--- src/rtl/scipio_pipe_pkg.sv ---
// Shared types for the pipeline stall/flush scheduler.
// Contents: FSM state encoding, per-cycle stage control bundle, counter limits.
// Used by: pipe_ctrl and its testbench.
package scipio_pipe_pkg;

  // Encoding is visible on state_o, so values are fixed.
  typedef enum logic [1:0] {
    RUN      = 2'd0,
    MEM_WAIT = 2'd1,
    BR_FLUSH = 2'd2
  } pipe_state_e;

  // One bit per stage-register control; packing order is pc first, MEM/WB last.
  typedef struct packed {
    logic pc_stall;
    logic ifid_stall;
    logic ifid_flush;
    logic idex_stall;
    logic idex_flush;
    logic exmem_stall;
    logic memwb_flush;
  } pipe_ctrl_t;

  localparam logic [15:0] STALL_CNT_MAX = 16'hFFFF;

endpackage

--- src/rtl/pipe_ctrl_hazard_detect.sv ---
// Load-use hazard compare between the load in EX and the sources of the instruction in ID.
// Ports: ID source addresses + use flags, EX load flag + destination in; load_use out.
// Purely combinational; register 0 never creates a hazard.
module hazard_detect #(
  parameter int REG_AW = 5
) (
  input  logic [REG_AW-1:0] id_rs_addr,
  input  logic [REG_AW-1:0] id_rt_addr,
  input  logic              id_uses_rs,
  input  logic              id_uses_rt,
  input  logic              ex_mem_read,
  input  logic [REG_AW-1:0] ex_rd_addr,
  output logic              load_use
);

  logic rs_hit;
  logic rt_hit;

  always_comb begin
    rs_hit   = id_uses_rs && (id_rs_addr == ex_rd_addr);
    rt_hit   = id_uses_rt && (id_rt_addr == ex_rd_addr);
    load_use = ex_mem_read && (ex_rd_addr != '0) && (rs_hit || rt_hit);
  end

endmodule

--- src/rtl/pipe_ctrl.sv ---
// Central stall/flush scheduler for PC, IF/ID, ID/EX, EX/MEM and MEM/WB.
// Ports: clk/rst (sync, active-low), hazard + memory handshake inputs; stage stall/flush
// controls (combinational, zero latency), state_o, saturating stall_cnt, sticky timeout_o.
module pipe_ctrl
  import scipio_pipe_pkg::*;
#(
  parameter int REG_AW       = 5,
  parameter int BR_PENALTY   = 0,
  parameter int WAIT_TIMEOUT = 255
) (
  input  logic              clk,
  input  logic              rst,
  input  logic [REG_AW-1:0] id_rs_addr,
  input  logic [REG_AW-1:0] id_rt_addr,
  input  logic              id_uses_rs,
  input  logic              id_uses_rt,
  input  logic              ex_mem_read,
  input  logic [REG_AW-1:0] ex_rd_addr,
  input  logic              ex_br_taken,
  input  logic              imem_ready,
  input  logic              dmem_req,
  input  logic              dmem_ready,
  output logic              pc_stall,
  output logic              ifid_stall,
  output logic              ifid_flush,
  output logic              idex_stall,
  output logic              idex_flush,
  output logic              exmem_stall,
  output logic              memwb_flush,
  output logic [1:0]        state_o,
  output logic [15:0]       stall_cnt,
  output logic              timeout_o
);

  localparam int FW = (BR_PENALTY > 0) ? $clog2(BR_PENALTY + 1) : 1;
  localparam int WW = (WAIT_TIMEOUT > 0) ? $clog2(WAIT_TIMEOUT + 1) : 1;
  localparam logic [FW-1:0] FLUSH_LOAD  = FW'(BR_PENALTY);
  localparam logic [WW-1:0] WAIT_MAX    = WW'(WAIT_TIMEOUT);
  localparam bit            HAS_PENALTY = (BR_PENALTY > 0);

  pipe_state_e   state_q, state_d;
  logic [FW-1:0] flush_cnt_q, flush_cnt_d;
  logic [WW-1:0] wait_cnt_q, wait_cnt_d;
  logic          timeout_q, timeout_d;
  logic [15:0]   stall_cnt_q, stall_cnt_d;
  logic          load_use;
  logic          mem_hold;
  pipe_ctrl_t    ctrl;

  hazard_detect #(.REG_AW(REG_AW)) u_hazard (
    .id_rs_addr (id_rs_addr),
    .id_rt_addr (id_rt_addr),
    .id_uses_rs (id_uses_rs),
    .id_uses_rt (id_uses_rt),
    .ex_mem_read(ex_mem_read),
    .ex_rd_addr (ex_rd_addr),
    .load_use   (load_use)
  );

  assign mem_hold = dmem_req && !dmem_ready;

  // Fixed-priority stage controls; reset pushes bubbles everywhere.
  always_comb begin
    ctrl = '0;
    if (!rst) begin
      ctrl.ifid_flush  = 1'b1;
      ctrl.idex_flush  = 1'b1;
      ctrl.memwb_flush = 1'b1;
    end else if (mem_hold) begin
      // EX is frozen too, so a taken branch stays pending until the wait ends.
      ctrl.pc_stall    = 1'b1;
      ctrl.ifid_stall  = 1'b1;
      ctrl.idex_stall  = 1'b1;
      ctrl.exmem_stall = 1'b1;
      ctrl.memwb_flush = 1'b1;
    end else if (ex_br_taken) begin
      ctrl.ifid_flush = 1'b1;
      ctrl.idex_flush = 1'b1;
    end else if (state_q == BR_FLUSH) begin
      ctrl.ifid_flush = 1'b1;
      ctrl.pc_stall   = !imem_ready;
    end else if (load_use && (state_q == RUN)) begin
      ctrl.pc_stall   = 1'b1;
      ctrl.ifid_stall = 1'b1;
      ctrl.idex_flush = 1'b1;
    end else if (!imem_ready) begin
      ctrl.pc_stall   = 1'b1;
      ctrl.ifid_flush = 1'b1;
    end
  end

  always_comb begin
    state_d     = state_q;
    flush_cnt_d = flush_cnt_q;
    wait_cnt_d  = wait_cnt_q;
    timeout_d   = timeout_q;
    stall_cnt_d = stall_cnt_q;

    if (ctrl.pc_stall && (stall_cnt_q != STALL_CNT_MAX)) begin
      stall_cnt_d = stall_cnt_q + 16'd1;
    end

    // The wait counter only advances while in MEM_WAIT; reaching the limit
    // flags a timeout but leaves the stall in force.
    if (state_q == MEM_WAIT) begin
      if (wait_cnt_q != WAIT_MAX) begin
        wait_cnt_d = wait_cnt_q + 1'b1;
      end
      if (wait_cnt_d == WAIT_MAX) begin
        timeout_d = 1'b1;
      end
    end

    case (state_q)
      RUN: begin
        if (mem_hold) begin
          state_d    = MEM_WAIT;
          wait_cnt_d = '0;
        end else if (ex_br_taken && HAS_PENALTY) begin
          state_d     = BR_FLUSH;
          flush_cnt_d = FLUSH_LOAD;
        end
      end
      MEM_WAIT: begin
        if (!mem_hold) begin
          // A non-zero flush count means the wait interrupted a branch flush.
          if (ex_br_taken && HAS_PENALTY) begin
            state_d     = BR_FLUSH;
            flush_cnt_d = FLUSH_LOAD;
          end else if (flush_cnt_q != '0) begin
            state_d = BR_FLUSH;
          end else begin
            state_d = RUN;
          end
        end
      end
      BR_FLUSH: begin
        if (mem_hold) begin
          state_d    = MEM_WAIT;
          wait_cnt_d = '0;
        end else if (ex_br_taken) begin
          flush_cnt_d = FLUSH_LOAD;
        end else if (imem_ready) begin
          // Only a valid fetch counts as a discarded wrong-path instruction.
          flush_cnt_d = flush_cnt_q - 1'b1;
          if (flush_cnt_q == FW'(1)) begin
            state_d = RUN;
          end
        end
      end
      default: state_d = RUN;
    endcase
  end

  always_ff @(posedge clk) begin
    if (!rst) begin
      state_q     <= RUN;
      flush_cnt_q <= '0;
      wait_cnt_q  <= '0;
      timeout_q   <= 1'b0;
      stall_cnt_q <= '0;
    end else begin
      state_q     <= state_d;
      flush_cnt_q <= flush_cnt_d;
      wait_cnt_q  <= wait_cnt_d;
      timeout_q   <= timeout_d;
      stall_cnt_q <= stall_cnt_d;
    end
  end

  assign pc_stall    = ctrl.pc_stall;
  assign ifid_stall  = ctrl.ifid_stall;
  assign ifid_flush  = ctrl.ifid_flush;
  assign idex_stall  = ctrl.idex_stall;
  assign idex_flush  = ctrl.idex_flush;
  assign exmem_stall = ctrl.exmem_stall;
  assign memwb_flush = ctrl.memwb_flush;
  assign state_o     = state_q;
  assign stall_cnt   = stall_cnt_q;
  assign timeout_o   = timeout_q;

endmodule

--- config.mk ---
export PLATFORM = sky130hd
export DESIGN_NAME = pipe_ctrl
export DESIGN_NICKNAME = d
export VERILOG_FILES = /design/src/rtl/scipio_pipe_pkg.sv /design/src/rtl/pipe_ctrl_hazard_detect.sv /design/src/rtl/pipe_ctrl.sv
export SDC_FILE = /design/constraint.sdc
export NUM_CORES = 1
export LEC_CHECK = 0
export ABC_AREA = 0
export BUFFER_PORTS_ARGS = -buffer_cell sky130_fd_sc_hd__buf_2
export CAP_MARGIN = 20
export CORE_MARGIN = 3
export CORE_UTILIZATION = 40
export DETAILED_ROUTE_END_ITERATION = 8
export PLACE_DENSITY_LB_ADDON = 0.08
export SETUP_SLACK_MARGIN = 0.4
export SYNTH_ARGS = -nofsm -noshare
export SYNTH_HDL_FRONTEND = slang
export SYNTH_SLANG_ARGS = --single-unit
--- constraint.sdc ---
create_clock -name clk -period 5.8 [get_ports clk]
set_input_delay 0.29 -clock clk [delete_from_list [all_inputs] [get_ports clk]]
set_output_delay 0.29 -clock clk [all_outputs]
set_load 0.01 [all_outputs]
==> run summary, run 1 <==
CTS Buf Count -> 3
Yosys top cell by area -> dfxtp_1
Area contributors post-synth -> dfxtp_1 35%, xnor2_1 6.5%, nor2_1 4.6%, nand2_1 4.4%, xor2_1 3.2%
Routed via count -> 1,560
CP arrival -> 2300 ps
H-Tree Depth -> 1
Worst slew margin -> 0.5928
R2r setup slk -> 3670 ps
Dpl cell area -> 1886 sq um
Final worst slack -> 3670 ps
Post-synth EDFFs -> 0
Total grt overflow -> 0
Multi-input logic area -> 1005 sq um
Worst-Skew Late Latency -> 280 ps
Ys async rst share -> 0
Crit Path Category -> flop to flop
Detailed-route DRC error count -> 0
Worst-Margin Slew -> 606.7 ps
DR vias/cell -> 5.306
Minimum clock period -> 2130 ps
Non-Filler Instances -> 294
Horiz. Die Dim -> 69.62 um
Initial antenna violation count -> 0
First-pass GRT wire length -> 6423 um
Slew Limit Fails -> 0
Post-synth top area share -> 0.3462
Clock-pin slew on the worst setup and hold paths -> 100 ps
Layout Cell Area excl Fill -> 1957 sq um
Yosys reg bits -> 28
RSZ-0062 raised after global routing -> false
Pre-CTS setup slack -> 3685 ps
Syn_area_per_cell -> 8.095 sq um
Clock sink total -> 28
Clock skew -> 2.556 ps
Core ar. -> 3771 sq um
Most frequent cells after synthesis -> 28 x dfxtp_1, 20 x nor2_1, 19 x nand2_1, 12 x xnor2_1, 10 x nand3_1
Worst Hold Depth -> 4
Sequential Area -> 560.5 sq um
Final TNS setup -> 0 ps
Int Pwr -> 305.5 uW
CTS resizes -> 0
Post-synthesis cell type count -> 41
Pwr per Cell Area -> 201.9 nW/um^2
Hold endpoint -> state_o[1]
CP max FO -> 19
Dpl cells -> 290
Post-CTS Hold Buffers -> 0
Max Cap Viol -> 0
Root buffer cell -> clkbuf_8
Clock share of power -> 0.395
Initial DRC count -> 38
Total Power -> 395.0 uW
Mapped Area -> 1619 sq um
IO buf count -> 49
Die area -> 4847 sq um
Initial Utilization -> 0.4293
Postcts setup bufs -> 0
Worst path required time -> 5970 ps
VDD IR-drop max -> 123.3 uV
Syn_nets -> 226
Net Sw Frac -> 0.2265
Top_reg_cell synth -> dfxtp_1
R2R Path End -> stall_cnt[1]
Worst min path class -> input pin to flop
Ant diodes -> 0
Final WL -> 3725 um
Outcome -> completed
Hold path start -> dmem_req
CTS tree -> yes
Fmax -> 469.4 MHz
Mapped Cells -> 200
Setup violators final -> 0
Area Overhead vs Synth -> 20.87%
DR WL/cell -> 12.67 um
RR Startpoint -> stall_cnt[0]
Dpl hpwl -> 2807 um
Total net switching power -> 89.49 uW
CP endpoint kind -> flop
Worst-case reg-to-reg path depth -> 7
Post-DRT Antenna Nets -> 0
Lkg Pwr -> 0.7578 nW
Bufs on Longest Clock Path -> 2
Register area share after synthesis -> 0.3462
Combinational share of power -> 0.109
Placer Congestion -> 0.7837
Hold Vio Cnt, Final -> 0
Vias in the first global route -> 1,391
Die H -> 69.62 um
Seq pwr share -> 0.496
Largest net degree at the start of global routing -> 20
Nets -> 273
Site Rows -> 22
Filler instances -> 399
Drt pass-1 iters -> 4
Synth warnings -> 0
Share of layout cells above drive strength 1 -> 0.2358
Crit share post-route -> 0.3673
Most common cell in the netlist -> dfxtp_1
Hold_ws -> 351.4 ps
Layout Utilization -> 0.5189
Critical Path Source Type -> flop
GRT Total Usage -> 0.1572
Ports -> 50
cell families (layout without fill, tap and decap cells):
| kind of cell | count (synthesis) | after routing | synth area share |
|---|---|---|---|
| flip-flops | 28 | 28 | 0.3462 |
| AND/OR/NAND/NOR | 92 | 92 | 0.2937 |
| buffers and inverters | 11 | 57 | 0.03322 |
| multiplexers | 5 | 5 | 0.03091 |
| XOR/XNOR | 18 | 18 | 0.09737 |
| adder cells (fa/ha/maj) | 2 | 2 | 0.01545 |
| AO/OA/AOI/OAI | 44 | 44 | 0.1832 |
worst max-delay path by stage:
stage / start / cells after the start / slack (ps) / to
3_3_place_gp: ex_rd_addr[1] / 7 / 3710 / stall_cnt[1]
2_1_floorplan: stall_cnt[0] / 8 / 3860 / stall_cnt[1]
3_5_place_dp: stall_cnt[0] / 7 / 3680 / stall_cnt[1]
6_report: stall_cnt[0] / 7 / 3670 / stall_cnt[1]
4_1_cts: stall_cnt[0] / 7 / 3650 / stall_cnt[1]
5_1_grt: stall_cnt[0] / 7 / 3400 / stall_cnt[7]
power by group through the flow:
stage / sequential, mW / clock, mW / combinational, mW
6_report: 0.196 / 0.156 / 0.0432
5_1_grt: 0.197 / 0.166 / 0.0481
4_1_cts: 0.196 / 0.161 / 0.0437
3_5_place_dp: 0.200 / 0 / 0.0434
3_3_place_gp: 0.200 / 0 / 0.0436
2_1_floorplan: 0.201 / 0 / 0.0259
layout by cell type (no fill, tap or decap), types with 3 or more instances in the layout:
master     n
o31ai_1    4
nand4_1    8
or3_1      8
inv_1      4
nand2b_1   5
mux2i_1    5
o21ai_0    8
o211ai_1   4
o21ai_1    3
nor3_1     5
nand3_1   10
nand2_1   19
buf_2     49
nor2_1    20
xnor2_1   12
dfxtp_1   28
nor4_1     3
a21oi_1    8
a31oi_1    5
clkbuf_8   3
xor2_1     6
nor2b_1    6
flip-flops by register name, indices dropped and copies added (netlist names):
signal       flops
state_o          2
flush_cnt_q      1
wait_cnt_q       8
stall_cnt       16
timeout_o        1
routing by layer:
layer	up-vias	GRT usage	share of wire
met4	0	0.05106	0.014
met3	5	0.03768	0.075
li1	815	-	-
met5	-	0	0
met2	42	0.2246	0.39
met1	698	0.2298	0.52
final cells by class:
type	count	area share
Inverter	4	0.007673
Tap cell	48	0.03069
Timing Repair Buffer	49	0.1253
Clock inverter	1	0.01535
Clock buffer	3	0.02110
Sequential cell	28	0.2864
Multi-Input combinational cell	161	0.5134
worst max-delay path: stages, from the launching register on:
cell and delay (ps):
dfxtp_1 390, ha_1 250, nand3_1 110, nor4_2 440, nor2_1 130, a21oi_4 410, mux2i_1 240, nor2_1 50
(Power assumes the default switching activity.)
==> inputs of run 2 (changes only) <==
==> constraint.sdc (replaced) <==
create_clock -name clk -period 1.8 [get_ports clk]
set_input_delay 0.09 -clock clk [delete_from_list [all_inputs] [get_ports clk]]
set_output_delay 0.09 -clock clk [all_outputs]
set_load 0.01 [all_outputs]
==> run summary, run 2 (synthesis results as in run 1) <==
CP endpoint kind -> flop
Share of layout cells above drive strength 1 -> 0.5018
Lkg Pwr -> 1.009 nW
CP max FO -> 7
Total grt overflow -> 0
Routed via count -> 1,717
Largest register FFs -> 16
H-Tree Depth -> 1
Dpl hpwl -> 2991 um
Crit share post-route -> 0.9954
Max Cap Viol -> 0
GRT Total Usage -> 0.1769
CTS tree -> yes
Worst min path class -> input pin to flop
Pwr per Cell Area -> 506.6 nW/um^2
Hold endpoint -> timeout_o
Initial Utilization -> 0.4293
Slew Limit Fails -> 0
IO buf count -> 49
DR vias/cell -> 5.316
RR Startpoint -> stall_cnt[11]
Setup violators final -> 0
Crit Path Category -> flop to flop
R2r setup slk -> 8 ps
Ports -> 50
Dpl cell area -> 2106 sq um
DR WL/cell -> 13.60 um
Initial antenna violation count -> 0
Post-CTS Hold Buffers -> 0
M3 GR Usage -> 0.04203
Final WL -> 4393 um
GR Layer Usage met1 -> 0.2465
Post-DRT Antenna Nets -> 0
Critical Path Source Type -> flop
CP arrival -> 1950 ps
Filler instances -> 328
Worst slew margin -> 0.6007
Total Power -> 1.256 mW
GR Util met2 -> 0.2765
Vias in the first global route -> 1,596
Hold Vio Cnt, Final -> 0
Commonest cells after routing, fill and taps aside -> 47 x buf_2, 23 x buf_4, 17 x nand2_1, 16 x nor2_1, 12 x dfxtp_4
Area Overhead vs Synth -> 53.09%
Minimum clock period -> 1792 ps
Clock skew -> 7.391 ps
Placer Congestion -> 0.7840
Detailed-route DRC error count -> 0
Outcome -> completed
Commonest non-fill, non-tap cell in the layout -> buf_2
RSZ-0062 raised after global routing -> true
Ant diodes -> 0
Die area -> 4847 sq um
Worst-Margin Slew -> 594.9 ps
Core ar. -> 3771 sq um
CTS Buf Count -> 3
Clock sink total -> 28
Worst Hold Depth -> 2
R2R Path End -> stall_cnt[1]
First-pass GRT wire length -> 7286 um
Gr busiest metal -> met2
Nets -> 302
Largest net degree at the start of global routing -> 17
Horiz. Die Dim -> 69.62 um
Layout Cell Area excl Fill -> 2479 sq um
VDD IR-drop max -> 322.8 uV
Drt pass-1 iters -> 4
Clock-pin slew on the worst setup and hold paths -> 100 ps
Root buffer cell -> clkbuf_8
Worst path required time -> 1950 ps
Die H -> 69.62 um
Worst-Skew Late Latency -> 270 ps
Hold path start -> rst
Initial DRC count -> 47
Worst-case reg-to-reg path depth -> 7
Bufs on Longest Clock Path -> 2
Fmax -> 558.1 MHz
Site Rows -> 22
[run 2: changes by cell type in the layout (fill, tap and decap cells not counted), moves of 4 or more]
cell / delta
dfxtp_4: +12
nor2_1: -4
dfxtp_1: -21
dfxtp_2: +9
buf_6: +6
buf_4: +23
[run 2: layer usage]
metal,up-vias,routed length (um)
met3,6,318
met2,56,1830
met5,-,0
met4,0,47
met1,777,2195
li1,878,-
[run 2: what timing repair did]
action / CTS / global route
gates cloned: 0 / 1
gates resized for setup: 26 / 20
setup endpoints to repair: 29 / 28
pin swaps: 13 / 18
setup buffers: 12 / 2
endpoints found under the hold margin: 0 / 0
[run 2: metrics by stage]
step	hold slack [ps]	worst slack [ps]	TNS, ps	cells	utilization
2_1_floorplan	222.3	83.90	0	200	-
3_3_place_gp	388.8	27.91	0	304	0.5584
3_5_place_dp	393.6	1.871	0	304	0.5584
4_1_cts	84.24	39.24	0	320	0.6277
5_1_grt	82.44	-116.3	-1164	323	0.6573
6_report	96.92	8.282	0	323	0.6573
[run 2: layout make-up]
class / instances / area, sq um / share of cell area
multi-input cells: 161 / 1200 / 0.4841
repair buffers: 78 / 520.5 / 0.2100
inverters: 4 / 15.01 / 0.006058
well taps: 48 / 60.06 / 0.02423
clock buffers: 4 / 66.31 / 0.02675
flip-flops and latches: 28 / 616.8 / 0.2489
[run 2: power breakdown]
group	internal [mW]	switching [mW]
registers	0.609	0.00663
logic	0.101	0.0977
clock network	0.242	0.199
total	0.952	0.303
[run 2: how the worst max path moves through the flow]
stage,to,from
2_1_floorplan,stall_cnt[1],stall_cnt[8]
3_3_place_gp,stall_cnt[1],ex_rd_addr[1]
3_5_place_dp,stall_cnt[10],ex_rd_addr[1]
4_1_cts,stall_cnt[8],stall_cnt[0]
5_1_grt,stall_cnt[1],stall_cnt[5]
6_report,stall_cnt[1],stall_cnt[11]
[run 2: worst max-delay path, cell delays in order, from the launching register on]
cell	delay, ps
dfxtp_2	350
nand4_1	190
nor4_4	380
nor3_2	110
a21oi_4	270
buf_12	160
mux2i_1	170
nor2_1	50
==> inputs of run 3 (changes only) <==
--- a/config.mk
+++ b/config.mk
@@ -6,12 +6,12 @@
 export NUM_CORES = 1
 export LEC_CHECK = 0
 export ABC_AREA = 0
-export BUFFER_PORTS_ARGS = -buffer_cell sky130_fd_sc_hd__buf_2
 export CAP_MARGIN = 20
 export CORE_MARGIN = 3
 export CORE_UTILIZATION = 40
 export DETAILED_ROUTE_END_ITERATION = 8
-export PLACE_DENSITY_LB_ADDON = 0.08
+export DONT_BUFFER_PORTS = 1
+export PLACE_DENSITY = 0.64
 export SETUP_SLACK_MARGIN = 0.4
 export SYNTH_ARGS = -nofsm -noshare
 export SYNTH_HDL_FRONTEND = slang
==> run summary, run 3 (synthesis results as in run 1) <==
Outcome -> finished, violations left
Violated checks -> setup timing
Worst path required time -> 1950 ps
Bufs on Longest Clock Path -> 2
Crit Path Category -> flop to flop
Worst min path class -> input pin to flop
Slew Limit Fails -> 0
Hold Vio Cnt, Final -> 0
Layout Cell Area excl Fill -> 2271 sq um
Worst slew margin -> 0.5766
Top Layer Used -> met4
IO buf count -> 0
VDD IR-drop max -> 520.8 uV
Largest register FFs -> 16
Clock-pin slew on the worst setup and hold paths -> 100 ps
Worst-Skew Late Latency -> 280 ps
Crit share post-route -> 1.023
DRT met1 WL -> 1729 um
DR vias/cell -> 5.723
CP endpoint kind -> flop
Dpl hpwl -> 3194 um
Initial Utilization -> 0.4293
RSZ-0062 raised after global routing -> true
Vias in the first global route -> 1,604
Worst-Margin Slew -> 628.5 ps
Lkg Pwr -> 0.8122 nW
First-pass GRT wire length -> 7286 um
Share of layout cells above drive strength 1 -> 0.4051
Commonest cells after routing, fill and taps aside -> 33 x buf_4, 16 x nand2_1, 16 x nor2_1, 13 x dfxtp_4, 12 x xnor2_1
Die area -> 4847 sq um
Post-DRT Antenna Nets -> 0
Pwr per Cell Area -> 531.9 nW/um^2
DR WL/cell -> 16.01 um
CP max FO -> 5
Minimum clock period -> 1842 ps
Placer Congestion -> 0.8126
Area Overhead vs Synth -> 40.26%
Final WL -> 4562 um
Clock skew -> 9.430 ps
Horiz. Die Dim -> 69.62 um
Drt pass-1 iters -> 4
Site Rows -> 22
Max Cap Viol -> 0
Root buffer cell -> clkbuf_8
Dpl cell area -> 1901 sq um
Total grt overflow -> 0
CTS Buf Count -> 3
Critical Path Source Type -> flop
Final worst slack -> -41.93 ps
Hold_ws -> 24.21 ps
Routed via count -> 1,631
Pre-CTS setup slack -> 11.25 ps
Largest net degree at the start of global routing -> 17
Commonest non-fill, non-tap cell in the layout -> buf_4
Ant diodes -> 0
Layout Utilization -> 0.6022
Initial DRC count -> 55
Fmax -> 542.9 MHz
GRT Total Usage -> 0.1801
Met3 WL -> 185 um
Setup violators final -> 7
Core ar. -> 3771 sq um
CTS tree -> yes
Ports -> 50
CP arrival -> 2000 ps
Clock sink total -> 28
Initial antenna violation count -> 0
Die H -> 69.62 um
H-Tree Depth -> 1
Detailed-route DRC error count -> 0
Nets -> 264
Met2 WL -> 2617 um
[run 3: cell types whose count changed in the layout (fill, tap and decap cells not counted), moves of 2 or more]
cell,change
o21ai_1,+3
buf_4,+10
buf_2,-47
o21ai_0,-2
dlygate4sd3_1,+2
[run 3: layout make-up]
type,count,area (sq um)
Timing Repair Buffer,40,324.1
Fill cell,312,1500
Inverter,4,15.01
Tap cell,48,60.06
Sequential cell,28,620.6
Clock buffer,4,66.31
Multi-Input combinational cell,161,1185
[run 3: what timing repair did]
action                     4_1_cts  5_1_grt
hold endpoints to repair         7        1
setup endpoints to repair       29       30
hold buffers                     1        1
gates cloned                     0        1
setup buffers                    7        9
pin swaps                        6       11
gates resized for setup         17       28
[run 3: routing by layer]
layer  global-route usage  up-vias
li1                     -      802
met1               0.1944      794
met4              0.03404        0
met2               0.3464       33
met5                    0        -
met3              0.05217        2
[run 3: critical path: stages, from the launching register on]
cell and delay, ps:
dfxtp_4 360, nand4_1 200, nor4_4 450, nor3_2 110, a21oi_4 200, buf_4 140, buf_6 90, or3_1 100
a21oi_1 60
[run 3: through the flow]
step                instances  power [mW]  setup TNS, ps
floorplan                 200      0.7212              0
global placement          262      0.7380              0
detailed placement        262      0.7426              0
CTS                       274       1.206              0
global route              285       1.269          -1283
finish                    285       1.208         -173.3
[run 3: final timing paths]
check | start | slack [ps] | cells after the start | endpoint
worst max-delay path | stall_cnt[12] | -40 | 8 | stall_cnt[7]
worst min-delay path | rst | 20 | 2 | state_o[0]
worst max register to register | stall_cnt[12] | -40 | 8 | stall_cnt[7]
worst min register to register | stall_cnt[4] | 510 | 1 | stall_cnt[4]
[run 3: where the power goes]
part           switching (mW)  internal [mW]  total (mW)
sequential            0.00584          0.606       0.612
clock                   0.204          0.242       0.447
combinational          0.0757         0.0735       0.149
